[config.mk]
export PLATFORM = sky130hd
export DESIGN_NAME = serial_adder_flat
export DESIGN_NICKNAME = d
export VERILOG_FILES = /design/src/rtl/serial_adder_if.sv /design/src/rtl/serial_adder.sv /design/src/flat_wrapper.sv
export SDC_FILE = /design/constraint.sdc
export NUM_CORES = 1
export LEC_CHECK = 0
export BUFFER_PORTS_ARGS = -buffer_cell sky130_fd_sc_hd__buf_2
export CAP_MARGIN = 20
export CORE_MARGIN = 2
export CORE_UTILIZATION = 57
export DETAILED_ROUTE_END_ITERATION = 6
export GPL_ROUTABILITY_DRIVEN = 0
export HOLD_SLACK_MARGIN = 0.15
export PLACE_DENSITY_LB_ADDON = 0.25
export SYNTH_ARGS = -nofsm -noshare
export SYNTH_HDL_FRONTEND = slang
export SYNTH_SLANG_ARGS = --single-unit
[constraint.sdc]
create_clock -name clk -period 2 [get_ports clk]
set_input_delay 0.1 -clock clk [delete_from_list [all_inputs] [get_ports clk]]
set_output_delay 0.1 -clock clk [all_outputs]
set_load 0.02 [all_outputs]
[src/rtl/serial_adder_if.sv]
// Handshake and operand/result bundle for serial_adder.
// The ovf signal exists only when SERIAL_ADDER_OVF_EN is defined.
interface serial_adder_if #(
    parameter int WIDTH = 8
);
    logic             in_valid;
    logic             in_ready;
    logic [WIDTH-1:0] a;
    logic [WIDTH-1:0] b;
    logic             cin;
    logic             op_sub;
    logic             res_valid;
    logic             res_ready;
    logic [WIDTH-1:0] sum;
    logic             cout;
`ifdef SERIAL_ADDER_OVF_EN
    logic             ovf;
`endif

    // Requester/consumer side
    modport master (
        output in_valid, a, b, cin, op_sub, res_ready,
`ifdef SERIAL_ADDER_OVF_EN
        input  ovf,
`endif
        input  in_ready, res_valid, sum, cout
    );

    // Adder side
    modport slave (
        input  in_valid, a, b, cin, op_sub, res_ready,
`ifdef SERIAL_ADDER_OVF_EN
        output ovf,
`endif
        output in_ready, res_valid, sum, cout
    );
endinterface

[src/rtl/serial_adder.sv]
// Digit-serial adder/subtractor: WIDTH-bit operands, DIGIT bits per clock, registered carry.
// Optional signed-overflow flag compiled in with SERIAL_ADDER_OVF_EN.
module serial_adder #(
    parameter int WIDTH = 8,
    parameter int DIGIT = 1
) (
    input  logic          clk,
    input  logic          rst,
    serial_adder_if.slave bus
);
    localparam int N  = WIDTH / DIGIT;
    localparam int CW = (N > 1) ? $clog2(N) : 1;
    localparam logic [CW-1:0] CNT_LAST = CW'(N - 1);

    localparam logic [1:0] S_IDLE = 2'd0;
    localparam logic [1:0] S_RUN  = 2'd1;
    localparam logic [1:0] S_DONE = 2'd2;

    generate
        if (WIDTH < 2) begin : g_bad_width
            $error("serial_adder: WIDTH must be >= 2");
        end
        if (DIGIT < 1) begin : g_bad_digit
            $error("serial_adder: DIGIT must be >= 1");
        end else if ((WIDTH % DIGIT) != 0) begin : g_bad_ratio
            $error("serial_adder: WIDTH must be a multiple of DIGIT");
        end
    endgenerate

    logic [1:0]       r_state;
    logic             r_idle;
    logic [WIDTH-1:0] r_a;
    logic [WIDTH-1:0] r_b;
    logic [WIDTH-1:0] r_sum;
    logic             r_carry;
    logic             r_cout;
    logic             r_res_valid;
    logic [CW-1:0]    r_cnt;
`ifdef SERIAL_ADDER_OVF_EN
    logic             r_ovf;
`endif

    logic [DIGIT-1:0] w_dsum;
    logic             w_dcarry;
    logic [WIDTH-1:0] w_sum_next;
    logic             w_in_fire;

    // One DIGIT-wide full-adder slice on the low digit of the operand shift registers
    always_comb begin
        {w_dcarry, w_dsum} = {1'b0, r_a[DIGIT-1:0]} + {1'b0, r_b[DIGIT-1:0]}
                           + {{DIGIT{1'b0}}, r_carry};
    end

    // Result digits enter at the MSB end so the LSB digit lands at bit 0 after N shifts
    generate
        if (DIGIT == WIDTH) begin : g_sum_single
            assign w_sum_next = w_dsum;
        end else begin : g_sum_shift
            assign w_sum_next = {w_dsum, r_sum[WIDTH-1:DIGIT]};
        end
    endgenerate

    assign w_in_fire     = bus.in_valid & bus.in_ready;
    assign bus.in_ready  = r_idle & ~rst;
    assign bus.res_valid = r_res_valid;
    assign bus.sum       = r_sum;
    assign bus.cout      = r_cout;
`ifdef SERIAL_ADDER_OVF_EN
    assign bus.ovf       = r_ovf;
`endif

    // Control FSM and datapath registers
    always_ff @(posedge clk) begin
        if (rst) begin
            r_state     <= S_IDLE;
            r_idle      <= 1'b1;
            r_a         <= {WIDTH{1'b0}};
            r_b         <= {WIDTH{1'b0}};
            r_sum       <= {WIDTH{1'b0}};
            r_carry     <= 1'b0;
            r_cout      <= 1'b0;
            r_res_valid <= 1'b0;
            r_cnt       <= {CW{1'b0}};
`ifdef SERIAL_ADDER_OVF_EN
            r_ovf       <= 1'b0;
`endif
        end else begin
            case (r_state)
                S_IDLE: begin
                    if (w_in_fire) begin
                        r_a     <= bus.a;
                        r_b     <= bus.op_sub ? ~bus.b : bus.b;
                        r_carry <= bus.op_sub ? 1'b1 : bus.cin;
                        r_cnt   <= {CW{1'b0}};
                        r_idle  <= 1'b0;
                        r_state <= S_RUN;
                    end
                end
                S_RUN: begin
                    r_a     <= r_a >> DIGIT;
                    r_b     <= r_b >> DIGIT;
                    r_sum   <= w_sum_next;
                    r_carry <= w_dcarry;
                    r_cnt   <= r_cnt + CW'(1);
                    if (r_cnt == CNT_LAST) begin
                        // Low digits now hold the original MSB digit of A and B'
                        r_cout      <= w_dcarry;
                        r_res_valid <= 1'b1;
                        r_state     <= S_DONE;
`ifdef SERIAL_ADDER_OVF_EN
                        r_ovf <= (r_a[DIGIT-1] == r_b[DIGIT-1]) &&
                                 (w_dsum[DIGIT-1] != r_a[DIGIT-1]);
`endif
                    end
                end
                S_DONE: begin
                    if (bus.res_ready) begin
                        r_res_valid <= 1'b0;
                        r_idle      <= 1'b1;
                        r_state     <= S_IDLE;
`ifdef SERIAL_ADDER_OVF_EN
                        r_ovf       <= 1'b0;
`endif
                    end
                end
                default: begin
                    r_res_valid <= 1'b0;
                    r_idle      <= 1'b1;
                    r_state     <= S_IDLE;
                end
            endcase
        end
    end
endmodule
[src/flat_wrapper.sv]
// flat-port wrapper written by rule: the top's interface ports become plain ports
module serial_adder_flat 
#(
    parameter int WIDTH = 8,
    parameter int DIGIT = 1
)
  (clk, rst, bus_in_valid, bus_a, bus_b, bus_cin, bus_op_sub, bus_res_ready, bus_in_ready, bus_res_valid, bus_sum, bus_cout);
  serial_adder_if #(.WIDTH(WIDTH)) bus_i ();
  input  logic clk;
  input  logic rst;
  input wire logic [$bits(bus_i.in_valid)-1:0] bus_in_valid;
  input wire logic [$bits(bus_i.a)-1:0] bus_a;
  input wire logic [$bits(bus_i.b)-1:0] bus_b;
  input wire logic [$bits(bus_i.cin)-1:0] bus_cin;
  input wire logic [$bits(bus_i.op_sub)-1:0] bus_op_sub;
  input wire logic [$bits(bus_i.res_ready)-1:0] bus_res_ready;
  output wire logic [$bits(bus_i.in_ready)-1:0] bus_in_ready;
  output wire logic [$bits(bus_i.res_valid)-1:0] bus_res_valid;
  output wire logic [$bits(bus_i.sum)-1:0] bus_sum;
  output wire logic [$bits(bus_i.cout)-1:0] bus_cout;
  assign bus_i.in_valid = bus_in_valid;
  assign bus_i.a = bus_a;
  assign bus_i.b = bus_b;
  assign bus_i.cin = bus_cin;
  assign bus_i.op_sub = bus_op_sub;
  assign bus_i.res_ready = bus_res_ready;
  assign bus_in_ready = bus_i.in_ready;
  assign bus_res_valid = bus_i.res_valid;
  assign bus_sum = bus_i.sum;
  assign bus_cout = bus_i.cout;
  serial_adder #(.WIDTH(WIDTH), .DIGIT(DIGIT)) u_core (.clk(clk), .rst(rst), .bus(bus_i));
endmodule
==> reports/metrics.yaml, run 1 <==
synth:
  synthAdderAreaFrac_pct: 2.968
  netlist_instances: 175
  synth_compound_area_share_pct: 17.31
  syn-num-nets: 200
  async_flop_share_pct: 0
  synthXorXnorAreaFrac_pct: 4.617
  ys.flop_type: "dfxtp_1"
  yosysUniqueCellTypes: 29
  yosys_warnings: 0
  synth_most_common_cell: "nand2_1"
  synth_simple_gate_area_share_pct: 23.17
  yosysTopAreaCell: "dfxtp_1"
  synth_edf_count: 0
  synthTopCellsByCount: "36 x nand2_1, 33 x dfxtp_1, 22 x a21oi_1, 13 x nand3_1, 9 x nor3_1"
  post_synth.cell_area_avg_sq_um: 8.673
  yosys.area.top_type_share_pct: 43.53
  netlist_area_sq_um: 1518
  yosys-mux-area-fraction_pct: 0.7420
  synth_seq_area_share_pct: 43.53
  synth_area_leaders: "dfxtp_1 44%, nand2_1 8.9%, a21oi_1 7.3%, nand3_1 4.3%, a311oi_1 4.0%"
  synth_top_family_by_area: "simple AND/OR/NAND/NOR gates"
  synth_seq_cells: 33
drt:
  drtPass1Iterations: 4
  drt_iter0_markers: 26
  vias: 1386
  drt_wl_total_mm: 3.351
  avgViaCountPerCell: 5.680
  drc_errors: 0
  ant_nets: 0
  routedWlPerCell_um: 13.73
clock_tree:
  cts_buffers: 5
  tritoncts: "done"
  cts_setup_buffers: 0
  holdBufCountCts: 12
  clk_pin_slew_ps: 100
  cts.path.max_buffers: 2
  clock_tree.root_cell: "clkbuf_4"
  cts.sinks: 33
  htreeDepth: 2
  clock_latency_ps: 330
  cts_resized: 0
worst_setup_path:
  timing.rr.end: "u_core.r_a[2]"
  path_cells: "nor2b_1, buf_2"
  startpoint: "u_core.r_idle"
  r2r_slack_ps: 430
  crit_arrival_ps: 1570
  cp_top_family: "simple AND/OR/NAND/NOR gates"
  cp_max_fo: 9
  timing_worst_setup_path_type: "reg -> out"
  endpoint_kind: "output port"
  rr_startpoint: "u_core.r_state[1]"
  cp_data_required_time_ps: 1900
  critPathMaxStageDelay_ps: 530
  path_buf_inv: 1
  worst_setup_path_start_kind: "flip-flop"
  ff2ff_path_depth: 3
  critPathSlowestCell: "nor2b_1"
sta:
  finalSetupViolations: 0
  clock.fmax_ghz: 0.6001
  finalCritPeriodShare_pct: 83.32
  slew_violations: 0
  rsz0062_at_grt: "false"
  hold_ws_ps: 214.3
  tns_ps: 0
  tightest_slew_ps: 637.9
  finClkSkew_ps: 6.344
  finalHoldViolations: 0
  worst_slack_ps: 333.6
  slew_headroom_pct: 57.29
  fin_crit_ps: 1666
worst_hold_path:
  hp-class: "in -> reg"
  hold_start: "bus_b[1]"
  hold_depth: 4
  whs_endpoint: "u_core.r_b[1]"
die:
  die-area_sq_um: 3091
  rows: 18
  die_y_um: 55.60
  coreArea_sq_um: 2500
  io_pins: 33
  fp.dieW_um: 55.60
  start_util_pct: 60.71
global_route:
  grt_pass1_wl_mm: 5.478
  antenna_found_initial: 0
  overflow: 0
  grt_pass1_vias: 1301
  grt_start_max_net_pins: 37
  grtUsageTotal_pct: 22.50
power:
  p_leak_nw: 0.7170
  p_sw_w: 0.0003567
  power_density_nw_per_um2: 712.0
  seqPwrFrac_pct: 55.9
  pwr-share-clk_pct: 27.8
  swShare_pct: 27.87
  power_frac_comb_pct: 16.3
  ir_drop_mv: 0.5639
  intPower_w: 0.0009235
cells_and_area:
  final_core_util_pct: 71.92
  num_antenna_cells: 0
  drive_above_1_share_pct: 20.56
  syn_to_final_growth_pct: 18.47
  finalNetCount: 238
placed_design:
  port_buffers: 32
  dpl.hpwl_mm: 2.133
  dp_slack_ps: 442.1
flow_run:
  max-cap-violations: 0
status:
  outcome: "finished clean"
==> state kept, by name, summed over array words and instances (netlist names) <==
signal and cells:
u_core.r_state 2, u_core.r_cnt 3, u_core.r_b 8, u_core.r_carry 1
u_core.bus.cout 1, u_core.bus.sum 8, u_core.bus.res_valid 1, u_core.r_idle 1
u_core.r_a 8
==> worst max path at each step <==
stage,end,slack (ps),cells after the start
finish,bus_in_ready,330,2
global route,bus_in_ready,230,2
CTS,bus_in_ready,330,2
detailed placement,u_core.r_a[4],440,5
global placement,u_core.r_a[0],540,5
floorplan,u_core.r_a[1],830,6
==> final cells by class <==
cell class                      instances  area, sq um
Clock buffer                            8        48.80
Sequential cell                        33        660.6
Tap cell                               30        37.54
Multi-Input combinational cell        125        740.7
Fill cell                             200        701.9
Timing Repair Buffer                   48        310.3
==> metal layers <==
layer | GRT usage [%] | vias up | wire (um)
met5 | 0 | - | 0
met4 | 12.20 | 0 | 85
met3 | 6.744 | 9 | 184
met2 | 37.76 | 46 | 1632
met1 | 25.48 | 643 | 1449
li1 | - | 688 | -
==> through the flow <==
stage	cells	total power (W)	cell area, sq um
floorplan	175	0.0008766	1518
global placement	224	0.0009096	1629
detailed placement	224	0.0009189	1629
CTS	244	0.001286	1798
global route	244	0.001337	1798
finish	244	0.001280	1798
==> kinds of logic (layout without fill, tap and decap cells) <==
| logic type | after synthesis | after routing |
|---|---|---|
| xor gates and xnor gates | 8 | 8 |
| DFF | 33 | 33 |
| buffers and inverters | 17 | 56 |
| AOI/OAI and AO/OA | 40 | 40 |
| muxes | 1 | 1 |
| adders and majority gates | 3 | 3 |
| and+or+nand+nor | 73 | 73 |
==> worst reg2reg max path, delay by kind of cell, from the launching register on <==
family | cells | cell delay [ps]
AOI/OAI and AO/OA | 1 | 300
DFF | 1 | 510
and+or+nand+nor | 2 | 680
==> power groups by stage <==
stage / registers [W] / clock network [W] / logic, W
floorplan: 0.000724 / 0 / 0.000152
global placement: 0.000728 / 0 / 0.000181
detailed placement: 0.000730 / 0 / 0.000189
CTS: 0.000715 / 0.000364 / 0.000207
global route: 0.000719 / 0.000387 / 0.000231
finish: 0.000715 / 0.000356 / 0.000209
==> cell usage in the layout (no fill, tap or decap) <==
master         netlist  routed
nor2b_2              1       1
nand4bb_1            1       1
nand2b_1             4       4
buf_2                5      32
nor3_1               9       9
nor2b_1              1       1
a211oi_1             1       1
and4bb_1             1       1
o21a_1               1       1
dlygate4sd3_1        0      12
buf_4                4       4
nand2_1             36      36
nand3_1             13      13
dfxtp_1             33      33
xor2_1               7       7
xnor2_1              1       1
a21oi_1             22      22
ha_1                 2       2
nor3b_2              1       1
a32oi_1              7       7
nand3b_1             2       2
clkbuf_1             3       3
fa_1                 1       1
mux2_2               1       1
a311oi_1             7       7
o31ai_1              1       1
nor2_1               4       4
o21bai_1             1       1
clkbuf_4             0       5
No activity file was read; power rests on OpenSTA's default activity.
==> inputs of run 2 (changes only) <==
--- a/config.mk
+++ b/config.mk
@@ -8,7 +8,7 @@
 export BUFFER_PORTS_ARGS = -buffer_cell sky130_fd_sc_hd__buf_2
 export CAP_MARGIN = 20
 export CORE_MARGIN = 2
-export CORE_UTILIZATION = 57
+export CORE_UTILIZATION = 48
 export DETAILED_ROUTE_END_ITERATION = 6
 export GPL_ROUTABILITY_DRIVEN = 0
 export HOLD_SLACK_MARGIN = 0.15
==> constraint.sdc (replaced) <==
create_clock -name clk -period 1.45 [get_ports clk]
set_input_delay 0.0725 -clock clk [delete_from_list [all_inputs] [get_ports clk]]
set_output_delay 0.0725 -clock clk [all_outputs]
set_load 0.02 [all_outputs]
==> run 2 against run 1 <==
Highest routed layer unchanged. Final cell count up 8.2%. Critical path depth is 3 higher. Clock-buffer cell count unchanged. Design area grew 4.3%. Core utilization fell by 10 points. Critical endpoint unchanged. Global-route usage shrank 2.7 points. Via count shrank 0.79%. Clock skew increased by 5.7 ps. Non-clock buffer count grew 6. Hold slack worse by 50 ps. Sequential power increased by 38%.
==> reports/metrics.yaml, run 2 (same netlist as run 1, synthesis figures left out) <==
power:
  intPower_w: 0.001294
  power_density_nw_per_um2: 953.8
  swShare_pct: 27.67
  p_leak_nw: 0.7460
  ir_drop_mv: 0.5571
  power_frac_comb_pct: 17.4
  pwr-share-clk_pct: 27.4
  seqPwrFrac_pct: 55.2
  p_sw_w: 0.0004950
  finalPower_w: 0.001789
global_route:
  met3_usage_pct: 7.792
  grtUsageTotal_pct: 19.75
  grt_pass1_vias: 1202
  grtUsageMet2_pct: 32.76
  grt_start_max_net_pins: 35
  grt_busiest_layer: "met2"
  antenna_found_initial: 0
  grt_pass1_wl_mm: 5.181
  overflow: 0
  use_met1_pct: 22.40
drt:
  vias: 1375
  ant_nets: 0
  routedWlPerCell_um: 12.67
  drt_wl_total_mm: 3.344
  drc_errors: 0
  drtPass1Iterations: 4
  drt_iter0_markers: 66
  avgViaCountPerCell: 5.208
sta:
  fin_crit_ps: 1368
  tightest_slew_ps: 265.5
  slew_headroom_pct: 82.28
  tns_ps: 0
  slew_violations: 0
  finClkSkew_ps: 12.04
  finalCritPeriodShare_pct: 94.31
  clock.fmax_ghz: 0.7312
  finalSetupViolations: 0
  rsz0062_at_grt: "false"
  finalHoldViolations: 0
die:
  rows: 20
  die-area_sq_um: 3628
  fp.dieW_um: 60.23
  start_util_pct: 50.12
  coreArea_sq_um: 3028
  die_y_um: 60.23
  io_pins: 33
cells_and_area:
  finalNetCount: 244
  num_antenna_cells: 0
  syn_to_final_growth_pct: 23.58
  final_cell_mix: "36 x nand2_1, 33 x dfxtp_1, 32 x buf_2"
  fillers: 279
  drive_above_1_share_pct: 22.73
  final_common_cell: "nand2_1"
worst_setup_path:
  path_buf_inv: 4
  crit_arrival_ps: 1300
  cp_max_fo: 12
  endpoint_kind: "output port"
  cpMostUsedCell: "buf_2"
  critPathSlowestCell: "dlygate4sd3_1"
  cp_top_family: "buffers and inverters"
  timing_worst_setup_path_type: "in -> out"
  critPathMaxStageDelay_ps: 550
  worst_setup_path_start_kind: "input pin"
  path_cells: "dlygate4sd3_1, buf_2, nor2b_1, buf_4, buf_2"
  cp_data_required_time_ps: 1380
clock_tree:
  tritoncts: "done"
  clock_tree.root_cell: "clkbuf_4"
  clock_latency_ps: 340
  clk_pin_slew_ps: 90
  htreeDepth: 2
  cts.sinks: 33
  cts.path.max_buffers: 2
  cts_buffers: 5
flow_run:
  max-cap-violations: 0
placed_design:
  port_buffers: 32
  dpl.hpwl_mm: 2.244
status:
  outcome: "finished clean"
worst_hold_path:
  hp-class: "in -> reg"
-- run 2: cell types whose count changed in the layout (fill, tap and decap cells not counted) --
cell	change
and4bb_2	+1
buf_12	+1
and4bb_1	-1
dlygate4sd3_1	+1
buf_4	+4
-- run 2: final timing paths --
path,cells after the start,to,start,slack (ps)
hold / removal,4,u_core.r_b[2],bus_b[2],160
hold reg to reg,2,u_core.bus.cout,u_core.bus.cout,460
setup reg to reg,4,u_core.r_a[7],u_core.r_state[1],110
setup / recovery,5,bus_in_ready,rst,80
-- run 2: power groups by stage --
stage          Combinational [W]  Sequential [W]  Clock (W)
2_1_floorplan           0.000210        0.000999          0
3_3_place_gp            0.000274         0.00100          0
3_5_place_dp            0.000284         0.00101          0
4_1_cts                 0.000312        0.000986   0.000505
5_1_grt                 0.000342        0.000993   0.000542
6_report                0.000311        0.000987   0.000491
-- run 2: area by class of cell --
type                       instances  area, sq um  share of cell area, %
clock buffer                       8        48.80                  2.602
multi-input combinational        125        740.7                  39.49
sequential                        33        660.6                  35.22
tap                               44        55.05                  2.935
timing repair buffer              54        370.4                  19.75
-- run 2: per-stage QoR --
step	utilization (%)	worst slack, ps	instances	hold slack, ps	instance area [sq um]
floorplan	-	276.9	175	220.0	1518
global placement	56.03	209.0	243	338.6	1697
detailed placement	56.03	120.1	243	351.5	1697
CTS	61.94	43.93	264	156.4	1876
global route	61.94	10.85	264	180.7	1876
finish	61.94	82.45	264	164.7	1876
-- run 2: routing by layer --
layer | vias to the layer above | part of all wire [%]
li1 | 701 | -
met1 | 632 | 44
met2 | 38 | 50
met3 | 4 | 4.5
met4 | 0 | 1.1
met5 | - | 0
-- run 2: timing repair --
action,4_1_cts,5_1_grt
setup endpoints to repair,0,5
hold buffers,13,0
gates resized for setup,0,1
hold endpoints to repair,14,0
setup buffers,0,0
-- run 2: worst min-delay path: stages --
cell	delay [ps]
buf_2	80
xor2_1	50
a32oi_1	180
a21oi_1	80
==> inputs of run 3 (changes only) <==
==> constraint.sdc (replaced) <==
create_clock -name clk -period 1.45 [get_ports clk]
set_input_delay 0.2175 -clock clk [delete_from_list [all_inputs] [get_ports clk]]
set_output_delay 0.2175 -clock clk [all_outputs]
set_load 0.02 [all_outputs]
==> run 3 against run 2 <==
Via count shrank 1.2%. First-iteration DRC count shrank 6.1%. Sequential power is essentially flat. Hold slack lost 8.0 ps. Clock power shrank 1%. Clock-buffer cell count is the same. Critical endpoint is now u_core.r_a[3]. Flip-flop and latch count is the same. Die area is the same.
==> reports/metrics.yaml, run 3 (same netlist as run 1, synthesis figures left out) <==
power:
  finalPower_w: 0.001778
  p_leak_nw: 0.7308
  ir_drop_mv: 0.4439
  power_density_nw_per_um2: 976.0
global_route:
  grt_pass1_wl_mm: 4.981
  grt_start_max_net_pins: 35
  grtUsageTotal_pct: 19.12
  grt_pass1_vias: 1181
  antenna_found_initial: 0
  overflow: 0
placed_design:
  dpl.hpwl_mm: 2.257
  dp_cells: 243
  port_buffers: 32
cells_and_area:
  finalNetCount: 239
  final_cell_mix: "36 x nand2_1, 32 x dfxtp_1, 31 x buf_2"
  final_common_cell: "nand2_1"
  instances_no_fill: 259
  drive_above_1_share_pct: 24.65
  final_core_util_pct: 60.17
  num_antenna_cells: 0
  syn_to_final_growth_pct: 20.03
sta:
  tightest_slew_ps: 379.2
  slew_headroom_pct: 74.72
  tns_ps: 0
  rsz0062_at_grt: "false"
  finalCritPeriodShare_pct: 94.43
  finalSetupViolations: 0
  fin_crit_ps: 1369
  slew_violations: 0
  finClkSkew_ps: 2.981
  clock.fmax_ghz: 0.7304
  finalHoldViolations: 0
worst_hold_path:
  hp-class: "in -> reg"
  hold_start: "bus_res_ready"
  whs_endpoint: "u_core.r_state[1]"
  hold_depth: 4
status:
  outcome: "finished clean"
worst_setup_path:
  worst_setup_path_start_kind: "flip-flop"
  endpoint_kind: "flip-flop"
  rr_startpoint: "u_core.r_state[1]"
  ff2ff_path_depth: 3
  timing.rr.end: "u_core.r_a[3]"
  cp_data_required_time_ps: 1700
  crit_arrival_ps: 1610
  critPathSlowestCell: "and4bb_1"
  timing_worst_setup_path_type: "reg -> reg"
  r2r_slack_ps: 80
  path_cells: "and4bb_1, nor3_1, a311oi_1"
  critPathMaxStageDelay_ps: 530
  cp_max_fo: 10
clock_tree:
  cts.path.max_buffers: 2
  clock_latency_ps: 340
  clk_pin_slew_ps: 90
  tritoncts: "done"
  cts.sinks: 33
  clock_tree.root_cell: "clkbuf_4"
  htreeDepth: 2
  cts_buffers: 5
drt:
  routedWlPerCell_um: 12.45
  avgViaCountPerCell: 5.247
  drtPass1Iterations: 4
  drt_iter0_markers: 62
  vias: 1359
  drc_errors: 0
  drt_wl_total_mm: 3.225
  ant_nets: 0
die:
  coreArea_sq_um: 3028
  die_y_um: 60.23
  die-area_sq_um: 3628
  rows: 20
  start_util_pct: 50.12
  fp.dieW_um: 60.23
  io_pins: 33
flow_run:
  max-cap-violations: 0
-- run 3: changes by cell type in the layout (fill, tap and decap cells not counted), sizes merged --
cell         change
dlygate4sd3      -8
buf              +3
-- run 3: final cells by class --
| class | count | area (sq um) |
|---|---|---|
| well taps | 44 | 55.05 |
| flip-flops and latches | 33 | 661.9 |
| clock buffers | 8 | 48.80 |
| fillers | 282 | 1206 |
| repair buffers | 49 | 315.3 |
| multi-input cells | 125 | 740.7 |
-- run 3: routing by layer --
| layer | share of wire, % | vias to the layer above | track usage (%) |
|---|---|---|---|
| met5 | 0 | - | 0 |
| met4 | 1.6 | 0 | 9.524 |
| met3 | 4.8 | 6 | 7.143 |
| met2 | 51 | 35 | 32.92 |
| met1 | 43 | 625 | 20.26 |
| li1 | - | 693 | - |
-- run 3: critical path: cells and delay by family, from the launching register on --
| kind | cells | cell delay, ps |
|---|---|---|
| AND/OR/NAND/NOR | 2 | 610 |
| flip-flops | 1 | 400 |
| AO/OA/AOI/OAI | 1 | 270 |
-- run 3: worst max path at each step --
| stage | depth (start not counted) | to | slack (ps) | startpoint |
|---|---|---|---|---|
| after CTS | 3 | bus_in_ready | 30 | u_core.r_idle |
| after detailed placement | 3 | u_core.r_a[3] | 80 | u_core.r_state[1] |
| final | 3 | u_core.r_a[3] | 80 | u_core.r_state[1] |
| after global routing | 3 | u_core.r_a[0] | 5 | u_core.r_state[1] |
| after global placement | 3 | u_core.r_a[5] | 200 | u_core.r_state[1] |
| after floorplan | 6 | u_core.r_a[1] | 280 | u_core.r_state[0] |
-- run 3: per-stage QoR --
| stage | instance area [sq um] | worst slack (ps) | hold slack, ps |
|---|---|---|---|
| after global routing | 1822 | 4.545 | 158.3 |
| after floorplan | 1518 | 276.9 | 365.0 |
| after global placement | 1697 | 202.4 | 441.9 |
| final | 1822 | 80.84 | 156.8 |
| after CTS | 1787 | 31.01 | 150.9 |
| after detailed placement | 1697 | 75.25 | 449.9 |
-- run 3: repair_timing --
item                                    in CTS  in global routing
endpoints found under the setup margin       1                  1
hold buffers                                 4                  1
endpoints found under the hold margin        4                  1
buffers inserted                             0                  3
pin swaps                                    0                  0
resized for setup                            1                  1
-- run 3: report_power, final --
part | leakage (nW) | switching (W) | total [W] | internal [W]
Sequential | 0.269 | 0.0000327 | 0.000987 | 0.000954
Clock | 0.0265 | 0.000293 | 0.000486 | 0.000193
Combinational | 0.435 | 0.000164 | 0.000305 | 0.000141
